$ cat config.mk
export PLATFORM = sky130hd
export DESIGN_NAME = gen_scheduler
export DESIGN_NICKNAME = d
export VERILOG_FILES = /design/src/rtl/gen_scheduler_pkg.sv /design/src/rtl/gen_scheduler_rate_accumulator.sv /design/src/rtl/gen_scheduler.sv
export SDC_FILE = /design/constraint.sdc
export NUM_CORES = 1
export LEC_CHECK = 0
export ABC_AREA = 1
export BUFFER_PORTS_ARGS = -buffer_cell sky130_fd_sc_hd__buf_2
export CAP_MARGIN = 20
export CELL_PAD_IN_SITES_DETAIL_PLACEMENT = 1
export CELL_PAD_IN_SITES_GLOBAL_PLACEMENT = 1
export CORE_MARGIN = 1
export CORE_UTILIZATION = 38
export CTS_BUF_LIST = sky130_fd_sc_hd__clkbuf_8
export DETAILED_ROUTE_END_ITERATION = 6
export GPL_TIMING_DRIVEN = 0
export PLACE_DENSITY = 0.89
export SLEW_MARGIN = 20
export SYNTH_ARGS = -nofsm -noshare
export SYNTH_HDL_FRONTEND = slang
export SYNTH_SLANG_ARGS = --single-unit
export TNS_END_PERCENT = 1
$ cat constraint.sdc
create_clock -name clk_in -period 1.6 [get_ports clk_in]
set_input_delay 0.08 -clock clk_in [delete_from_list [all_inputs] [get_ports clk_in]]
set_output_delay 0.08 -clock clk_in [all_outputs]
set_load 0.05 [all_outputs]
$ cat src/rtl/gen_scheduler_pkg.sv
// Shared board/speed sizes and the scheduler state encoding.
package gen_scheduler_pkg;
  localparam int LOG_BOARD_SIZE = 4;
  localparam int LOG_MAX_SPEED  = 4;

  typedef enum logic [2:0] {
    IDLE,
    EDIT_RD,
    EDIT_WR,
    STEP_GO,
    STEP_WAIT
  } sched_state_t;
endpackage

$ cat src/rtl/gen_scheduler_rate_accumulator.sv
// Phase accumulator: adds speed every cycle, carry-out is a one-cycle step tick.
module rate_accumulator
  import gen_scheduler_pkg::*;
#(
  parameter int ACC_WIDTH = 24
) (
  input  logic                     clk_in,
  input  logic                     rst_in,
  input  logic [LOG_MAX_SPEED-1:0] speed_in,
  output logic                     tick_out
);
  localparam int SUM_W = ((ACC_WIDTH > LOG_MAX_SPEED) ? ACC_WIDTH : LOG_MAX_SPEED) + 1;

  logic [ACC_WIDTH-1:0] acc_q, acc_d;
  logic [SUM_W-1:0]     sum;

  // Any bit above the accumulator width counts as a carry, so narrow
  // accumulators with wide speeds still tick.
  always_comb begin
    sum      = SUM_W'(acc_q) + SUM_W'(speed_in);
    acc_d    = sum[ACC_WIDTH-1:0];
    tick_out = rst_in && (sum[SUM_W-1:ACC_WIDTH] != '0);
  end

  always_ff @(posedge clk_in) begin
    if (!rst_in) acc_q <= '0;
    else         acc_q <= acc_d;
  end
endmodule

$ cat src/rtl/gen_scheduler.sv
// Serialises life-engine steps and click edits on the shared board port.
// Optional GEN_SCHED_SINGLE_STEP_EN adds a step_in button that requests one step.
module gen_scheduler
  import gen_scheduler_pkg::*;
#(
  parameter int ACC_WIDTH = 24,
  parameter int GEN_WIDTH = 16
) (
  input  logic                        clk_in,
  input  logic                        rst_in,
  input  logic [LOG_MAX_SPEED-1:0]    speed_in,
  input  logic                        click_in,
  input  logic [LOG_BOARD_SIZE-1:0]   cursor_x_in,
  input  logic [LOG_BOARD_SIZE-1:0]   cursor_y_in,
`ifdef GEN_SCHED_SINGLE_STEP_EN
  input  logic                        step_in,
`endif
  output logic                        engine_start_out,
  input  logic                        engine_done_in,
  output logic [2*LOG_BOARD_SIZE-1:0] edit_addr_out,
  output logic                        edit_we_out,
  output logic                        edit_wdata_out,
  input  logic                        edit_rdata_in,
  output logic                        busy_out,
  output logic [GEN_WIDTH-1:0]        generation_out,
  output logic                        overrun_out
);
  localparam int AW = 2*LOG_BOARD_SIZE;

  sched_state_t         state_q, state_d;
  logic                 click_prev_q;
  logic                 edit_pend_q, edit_pend_d;
  logic                 step_pend_q, step_pend_d;
  logic                 overrun_q, overrun_d;
  logic [AW-1:0]        req_addr_q, req_addr_d;
  logic [AW-1:0]        addr_q, addr_d;
  logic [GEN_WIDTH-1:0] gen_q, gen_d;
  logic                 tick, step_req, click_edge;

  rate_accumulator #(.ACC_WIDTH(ACC_WIDTH)) u_rate (
    .clk_in   (clk_in),
    .rst_in   (rst_in),
    .speed_in (speed_in),
    .tick_out (tick)
  );

`ifdef GEN_SCHED_SINGLE_STEP_EN
  logic step_prev_q;
  always_ff @(posedge clk_in) begin
    if (!rst_in) step_prev_q <= step_in;
    else         step_prev_q <= step_in;
  end
  assign step_req = tick | (step_in & ~step_prev_q);
`else
  assign step_req = tick;
`endif

  always_comb begin
    click_edge       = click_in & ~click_prev_q;
    state_d          = state_q;
    edit_pend_d      = edit_pend_q;
    step_pend_d      = step_pend_q;
    req_addr_d       = req_addr_q;
    addr_d           = addr_q;
    gen_d            = gen_q;
    overrun_d        = overrun_q | (step_req & step_pend_q);
    engine_start_out = 1'b0;
    edit_we_out      = 1'b0;
    edit_wdata_out   = 1'b0;
    case (state_q)
      IDLE: begin
        if (edit_pend_q) begin
          state_d = EDIT_RD;
          addr_d  = req_addr_q;
        end else if (step_pend_q) begin
          state_d = STEP_GO;
        end
      end
      EDIT_RD: begin
        edit_pend_d = 1'b0;
        state_d     = EDIT_WR;
      end
      EDIT_WR: begin
        edit_we_out    = 1'b1;
        edit_wdata_out = ~edit_rdata_in;
        state_d        = IDLE;
      end
      STEP_GO: begin
        engine_start_out = 1'b1;
        step_pend_d      = 1'b0;
        state_d          = STEP_WAIT;
      end
      STEP_WAIT: begin
        if (engine_done_in) begin
          gen_d   = gen_q + GEN_WIDTH'(1);
          state_d = IDLE;
        end
      end
      default: state_d = IDLE;
    endcase
    // New requests are applied after consumption so a same-cycle arrival survives.
    if (click_edge && (!edit_pend_q || state_q == EDIT_RD)) begin
      edit_pend_d = 1'b1;
      req_addr_d  = {cursor_y_in, cursor_x_in};
    end
    if (step_req) step_pend_d = 1'b1;
  end

  always_ff @(posedge clk_in) begin
    if (!rst_in) begin
      state_q      <= IDLE;
      click_prev_q <= click_in;
      edit_pend_q  <= 1'b0;
      step_pend_q  <= 1'b0;
      overrun_q    <= 1'b0;
      req_addr_q   <= '0;
      addr_q       <= '0;
      gen_q        <= '0;
    end else begin
      state_q      <= state_d;
      click_prev_q <= click_in;
      edit_pend_q  <= edit_pend_d;
      step_pend_q  <= step_pend_d;
      overrun_q    <= overrun_d;
      req_addr_q   <= req_addr_d;
      addr_q       <= addr_d;
      gen_q        <= gen_d;
    end
  end

  assign busy_out       = (state_q != IDLE);
  assign edit_addr_out  = addr_q;
  assign generation_out = gen_q;
  assign overrun_out    = overrun_q;
endmodule

==> metrics.cfg, run 1 <==
[detailed_routing]
ant_nets=0
num_vias=2969
vias_per_cell=4.93
drc=0
firstDrtPassIters=4
drt_iter0_markers=161
wire_per_inst_um=14.1
routed_wl_mm=8.50

[global_route]
first_global_vias=3088
overflow=0
grt_pass1_wl_mm=14.4
grt_use_total_pct=22.2
antenna_found_initial=0
grt_max_degree=13

[clock_network]
clock_path_buffers=2
cts_sinks=63
clockRootBuffer=clkbuf_8
cts_buffers=9
cts_tree=yes
clk_pin_slew_worst_paths_ns=0.08
ctsHtreeMaxLevel=3
worstSkewPairLatency_ns=0.35

[logic_synthesis]
postSynth.asyncResetShare_pct=0
synth_nets=454
yosysUniqueCellTypes=35
synth-seq-area-share_pct=42.1
synth_area_per_cell_um2=6.95
synth_edf_count=0
synth_area_um2=3000
synth_top_flop_cell=dfxtp_1
yosys_warnings=0
syn_inst=431
synth_seq_cells=63

[flow_run]
cap_viol_max_count=0

[timing]
fin_ws_ns=-0.231
worst_slew_pin_slew_ns=0.587
rsz0062_at_grt=true
finalMaxSlewViolations=0
skew_ns=0.0113
max_freq_mhz=546
setup-tns-final_ns=-1.35
finalCritPeriodShare_pct=114
min_period_ns=1.83
slew_headroom_pct=60.9
hold_viol=0
setup-violations-final=11

[die]
die_w_um=90.8
num_rows=32
dieArea_um2=8240
coreArea_um2=7690
die_h_um=90.8
start_util_pct=39.0
ioPinCount=46

[setup_path]
timing.rr.start=u_rate.acc_q[0]$_SDFF_PN0_
r2r-end=u_rate.acc_q[22]$_SDFF_PN0_
start_kind=flop
crit_family=simple AND/OR/NAND/NOR gates
arrival_ns=2.09
critPathRequiredTime_ns=1.86
crit_chain=ha_4, inv_2, fa_2, inv_2, nand2_2, nand2_2, nand3b_1, nor2_2, nand3_1, nand2_1, nor2_1
worstPathMaxFanout=6
cp-end-kind=flop
r2r_slack_ns=-0.23
path_buf_inv=2
slowest_delay_ns=0.34
critPathSlowestCell=dfxtp_2
path_class=reg -> reg
ff2ff_path_depth=11

[run_status]
status=complete, but fails checks
violations=negative setup slack

[finish]
final_common_cell=nand2_1
multi_input_area_um2=1590
utilization_pct=48.1
final_area_um2=3700
syn_to_final_growth_pct=23.4
antennaDiodeCount=0
nets=518
layout.area.seq_um2=1260
drive_gt1_share_pct=19.6
final_cell_mix=102 x nand2_1, 67 x nor2_1, 61 x dfxtp_1
fin_cells=602
nFillCells=1037

[place]
numPortBuffers=45
dp.cells=578
gp_congestion=0.785
dp_hpwl_mm=5.90
place_area_um2=3360

[pwr]
powerDensity_nw_per_um2=990
total_power_mw=3.66
p_leak_nw=1.54
ir_drop_mv=0.452

[min_path]
holdCritPathClass=in -> reg
hold_depth=3
hp-start=cursor_y_in[0]
holdPathEnd=req_addr_q[4]$_SDFFE_PN0P_

## timing repair
| item | in CTS | in global routing |
|---|---|---|
| endpoints found under the setup margin | 13 | 32 |
| gates resized for setup | 14 | 11 |
| hold buffers | 6 | 0 |
| buffers inserted | 2 | 0 |
| pin swaps | 5 | 3 |
| endpoints found under the hold margin | 6 | 0 |
## worst register-to-register path: stages, from the launching register on
cell	delay, ns
dfxtp_2	0.34
ha_4	0.14
inv_2	0.04
fa_2	0.34
inv_2	0.07
nand2_2	0.06
nand2_2	0.08
nand3b_1	0.22
nor2_2	0.20
nand3_1	0.11
nand2_1	0.10
nor2_1	0.04
## Yosys cell counts (all sizes together) (2+ instances only)
| cell | count | area share, % |
|---|---|---|
| nand2 | 105 | 13 |
| nor2 | 78 | 11 |
| dfxtp | 63 | 42 |
| inv | 46 | 5.8 |
| a21oi | 34 | 5.7 |
| nand3 | 33 | 6.1 |
| o21ai | 22 | 3.7 |
| nand3b | 9 | 2.4 |
| nor3 | 9 | 1.5 |
| nand4 | 7 | 1.5 |
| clkbuf | 5 | 0.96 |
| ha | 5 | 2.1 |
| buf | 3 | 0.42 |
| nor3b | 2 | 0.67 |
| xnor2 | 2 | 0.58 |
## metal layers
metal / share of wire (%) / track usage [%] / wire (µm)
met2: 52 / 39.6 / 4380
met3: 2.5 / 4.21 / 212
met1: 44 / 25.7 / 3730
met5: 0 / 0 / 0
met4: 2.0 / 9.52 / 174
## worst max path at each step
stage | to | cells past startpoint | start
floorplan | u_rate.acc_q[22]$_SDFF_PN0_ | 12 | u_rate.acc_q[0]$_SDFF_PN0_
global placement | u_rate.acc_q[22]$_SDFF_PN0_ | 11 | u_rate.acc_q[0]$_SDFF_PN0_
detailed placement | u_rate.acc_q[22]$_SDFF_PN0_ | 12 | u_rate.acc_q[0]$_SDFF_PN0_
CTS | u_rate.acc_q[22]$_SDFF_PN0_ | 12 | u_rate.acc_q[0]$_SDFF_PN0_
global route | u_rate.acc_q[22]$_SDFF_PN0_ | 11 | u_rate.acc_q[0]$_SDFF_PN0_
finish | u_rate.acc_q[22]$_SDFF_PN0_ | 11 | u_rate.acc_q[0]$_SDFF_PN0_
## through the flow
step                hold WS [ns]  setup WS [ns]
floorplan                  0.108        -0.0768
global placement           0.220         -0.314
detailed placement         0.224         -0.421
CTS                     0.000176         -0.200
global route              0.0387         -0.341
finish                   0.00498         -0.231
## cells by family after synthesis
| group | Yosys count | synth area share, % |
|---|---|---|
| AO/OA/AOI/OAI | 59 | 10.1 |
| XOR/XNOR | 3 | 0.877 |
| adder cells (fa/ha/maj) | 6 | 2.76 |
| buffers and inverters | 54 | 7.14 |
| flip-flops | 63 | 42.1 |
| AND/OR/NAND/NOR | 246 | 37.0 |
## final cells by class
class / count / share of cell area, %
plain buffers: 8 / 1.22
multi-input cells: 314 / 43.1
clock inverters: 7 / 1.93
repair buffers: 53 / 8.12
clock buffers: 9 / 3.35
well taps: 102 / 3.45
inverters: 46 / 4.67
flip-flops and latches: 63 / 34.2
## report_power, final
part,internal [mW],switching (mW),total [mW]
clock network,0.718,0.699,1.42
logic,0.178,0.381,0.560
registers,1.63,0.0562,1.69
total,2.53,1.14,3.66
## registers in the layout, summed over array words and instances (netlist names)
| register | cells |
|---|---|
| edit_pend_q | 1 |
| edit_addr_out | 8 |
| generation_out | 16 |
| req_addr_q | 8 |
| overrun_out | 1 |
| click_prev_q | 1 |
| state_q | 3 |
| u_rate.acc_q | 24 |
| step_pend_q | 1 |
No activity file was read; power rests on OpenSTA's default activity.
==> inputs of run 2 (changes only) <==
BUFFER_PORTS_ARGS = not set   (was -buffer_cell sky130_fd_sc_hd__buf_2)
CORE_MARGIN = 2   (was 1)
CORE_UTILIZATION = 42   (was 38)
DONT_BUFFER_PORTS = 1   (was not set)
PLACE_DENSITY = 0.88   (was 0.89)
SYNTH_HIERARCHICAL = 1   (was not set)
==> metrics.cfg, run 2 <==
[timing]
setup-tns-final_ns=-0.378  ; +0.972 ns
hold_viol=0  ; unchanged
skew_ns=0.0107  ; -0.000603 ns
min_period_ns=1.71  ; -0.126 ns
rsz0062_at_grt=true
worst_slew_pin_slew_ns=0.850  ; +0.263 ns
setup-violations-final=8  ; -3
max_freq_mhz=586  ; +7.4%
whs_ns=0.00403  ; -0.000949 ns
finalMaxSlewViolations=0  ; unchanged
fin_ws_ns=-0.105  ; +0.126 ns
finalCritPeriodShare_pct=107  ; -7.8 points
slew_headroom_pct=43.0  ; -18 points

[detailed_routing]
ant_nets=0  ; unchanged
drt_iter0_markers=74  ; -54%
firstDrtPassIters=4  ; unchanged
num_vias=3142  ; +5.8%
drc=0  ; unchanged
wire_per_inst_um=15.6  ; +11%
routed_wl_mm=9.23  ; +8.6%
vias_per_cell=5.33  ; +8.0%

[logic_synthesis]
synth_seq_cells=63  ; unchanged
postSynth.asyncResetShare_pct=0  ; unchanged
yosysMostFrequentCell=nand2_1
netlist.area_leader.share_pct=39.6  ; -2.5 points
ys_top_cells_by_count=108 x nand2_1, 64 x nor2_1, 63 x dfxtp_1
yosysUniqueCellTypes=33  ; -5.7%
synth_top_area_cell=dfxtp_1
synth_edf_count=0  ; unchanged
synth_top_flop_cell=dfxtp_1
synth_area_leaders=dfxtp_1 40%, nand2_1 13%, nor2_1 7.5%
synth_area_per_cell_um2=6.91  ; -0.65%
yosys_warnings=6  ; +6
synth-seq-area-share_pct=39.6  ; -2.5 points
synth_area_um2=3180  ; +6.3%
syn_inst=461  ; +7.0%
synth_nets=484  ; +6.6%

[place]
dp_hpwl_mm=6.29  ; +6.7%
gp_congestion=0.817  ; +4.1%
numPortBuffers=0  ; -100%
dp.cells=560  ; -3.1%
place_area_um2=3320  ; -0.93%

[finish]
antennaDiodeCount=0  ; unchanged
nets=509  ; -1.7%
nFillCells=965  ; -6.9%
utilization_pct=52.5  ; +4.4 points
multi_input_area_um2=1840  ; +16%
syn_to_final_growth_pct=20.2
largest-register=u_rate/acc_q
final_common_cell=nand2_1
drive_gt1_share_pct=18.9  ; -0.66 points
fin_cells=590  ; -2.0%
largest_reg_flops=24  ; unchanged
layout.area.seq_um2=1290  ; +2.1%
final_area_um2=3830  ; +3.5%
final_cell_mix=103 x nand2_1, 63 x nor2_1, 49 x inv_1

[setup_path]
start_kind=flop
crit_top_cell=nand3_4
critPathRequiredTime_ns=1.82  ; -0.04 ns
path_class=reg -> reg
arrival_ns=1.93  ; -0.16 ns
critPathSlowestCell=fa_2
worstPathMaxFanout=2  ; -4
slowest_delay_ns=0.40  ; +0.06 ns
crit_chain=ha_4, fa_2, nand2_2, nand3_4, nand3_4, nor3_4, nand3_2, nor2_4, a21oi_2, nor2_1
cp-end-kind=flop

[global_route]
grt_max_degree=13  ; unchanged
first_global_vias=3304  ; +7.0%
grt_use_total_pct=22.7  ; +0.47 points
overflow=0  ; unchanged
antenna_found_initial=0  ; unchanged
grt_pass1_wl_mm=15.2  ; +5.7%

[die]
die_w_um=91.1  ; +0.30%
coreArea_um2=7290  ; -5.1%
die_h_um=91.1  ; +0.30%
ioPinCount=46  ; unchanged
start_util_pct=43.7  ; +4.7 points
dieArea_um2=8290  ; +0.60%
num_rows=31  ; -3.1%

[clock_network]
cts_tree=yes
clk_pin_slew_worst_paths_ns=0.08  ; about the same
clock_path_buffers=2  ; unchanged
cts_buffers=9  ; unchanged
clockRootBuffer=clkbuf_8
ctsHtreeMaxLevel=3  ; unchanged
cts_sinks=63  ; unchanged
worstSkewPairLatency_ns=0.35  ; about the same

[run_status]
violations=negative setup slack
status=complete, but fails checks

[min_path]
holdCritPathClass=in -> reg

[pwr]
combPwrFrac_pct=12.0  ; -3.3 points
p_int_mw=2.47  ; -2.3%
p_seq_share_pct=47.6  ; +1.6 points
swShare_pct=29.4  ; -1.7 points
clkPwrFrac_pct=40.4  ; +1.7 points
ir_drop_mv=0.468  ; +3.4%
powerDensity_nw_per_um2=913  ; -7.8%
switching_power_mw=1.03  ; -9.8%
p_leak_nw=1.40  ; -9.4%

[flow_run]
cap_viol_max_count=0  ; unchanged

-- run 2: final cells by class --
class                   instances  share of cell area (%)
multi-input cells             337                    48.1
flip-flops and latches         63                    33.7
inverters                      53                    5.20
repair buffers                 14                    3.53
clock buffers                   9                    3.24
well taps                      99                    3.24
clock inverters                 7                    1.90
plain buffers                   8                    1.05
-- run 2: worst max-delay path: cells and delay by family (launching register included) --
family | cells | cell delay [ns]
fa+ha+maj | 2 | 0.56
simple gates | 7 | 0.54
flops | 1 | 0.33
compound gates | 1 | 0.13
-- run 2: logic make-up (layout without fill, tap and decap cells) --
group / Yosys count / count (layout) / synth area share (%)
AOI/OAI and AO/OA: 57 / 57 / 9.35
buffers and inverters: 61 / 91 / 7.31
DFF: 63 / 63 / 39.6
xor gates and xnor gates: 3 / 3 / 0.825
and+or+nand+nor: 271 / 271 / 40.3
adders and majority gates: 6 / 6 / 2.59
-- run 2: per-layer routing --
layer	vias up	wire length (µm)	global-route usage, %
met5	-	0	0
met4	0	143	8.59
met3	13	291	4.65
met2	55	4920	40.2
met1	1539	3880	26.8
li1	1535	-	-
-- run 2: worst paths after layout --
path	startpoint	cells past startpoint	slack (ns)	to
hold reg to reg	req_addr_q[0]$_SDFFE_PN0P_	2	0.47	req_addr_q[0]$_SDFFE_PN0P_
setup / recovery	u_rate/acc_q[0]$_SDFF_PN0_	10	-0.11	overrun_out$_SDFF_PN0_
setup reg to reg	u_rate/acc_q[0]$_SDFF_PN0_	10	-0.11	overrun_out$_SDFF_PN0_
hold / removal	speed_in[1]	3	0.004	u_rate/acc_q[1]$_SDFF_PN0_
-- run 2: power groups by stage --
stage | logic, mW | clock network [mW] | registers, mW
floorplan | 0.255 | 0 | 1.68
global placement | 0.303 | 0 | 1.69
detailed placement | 0.326 | 0 | 1.69
CTS | 0.373 | 1.44 | 1.66
global route | 0.459 | 1.50 | 1.67
finish | 0.419 | 1.41 | 1.66
-- run 2: what timing repair did --
action                     in CTS  in global routing
pin swaps                       1                  8
hold buffers                   12                  0
buffers inserted                1                  1
gates cloned                    0                  0
hold endpoints to repair       23                  0
setup endpoints to repair      26                 35
resized for setup              18                 31
-- run 2: per-stage QoR --
stage | total power [mW] | setup WS, ns
finish | 3.49 | -0.105
global route | 3.62 | -0.176
CTS | 3.47 | -0.105
detailed placement | 2.02 | -0.287
global placement | 1.99 | -0.288
floorplan | 1.94 | -0.111
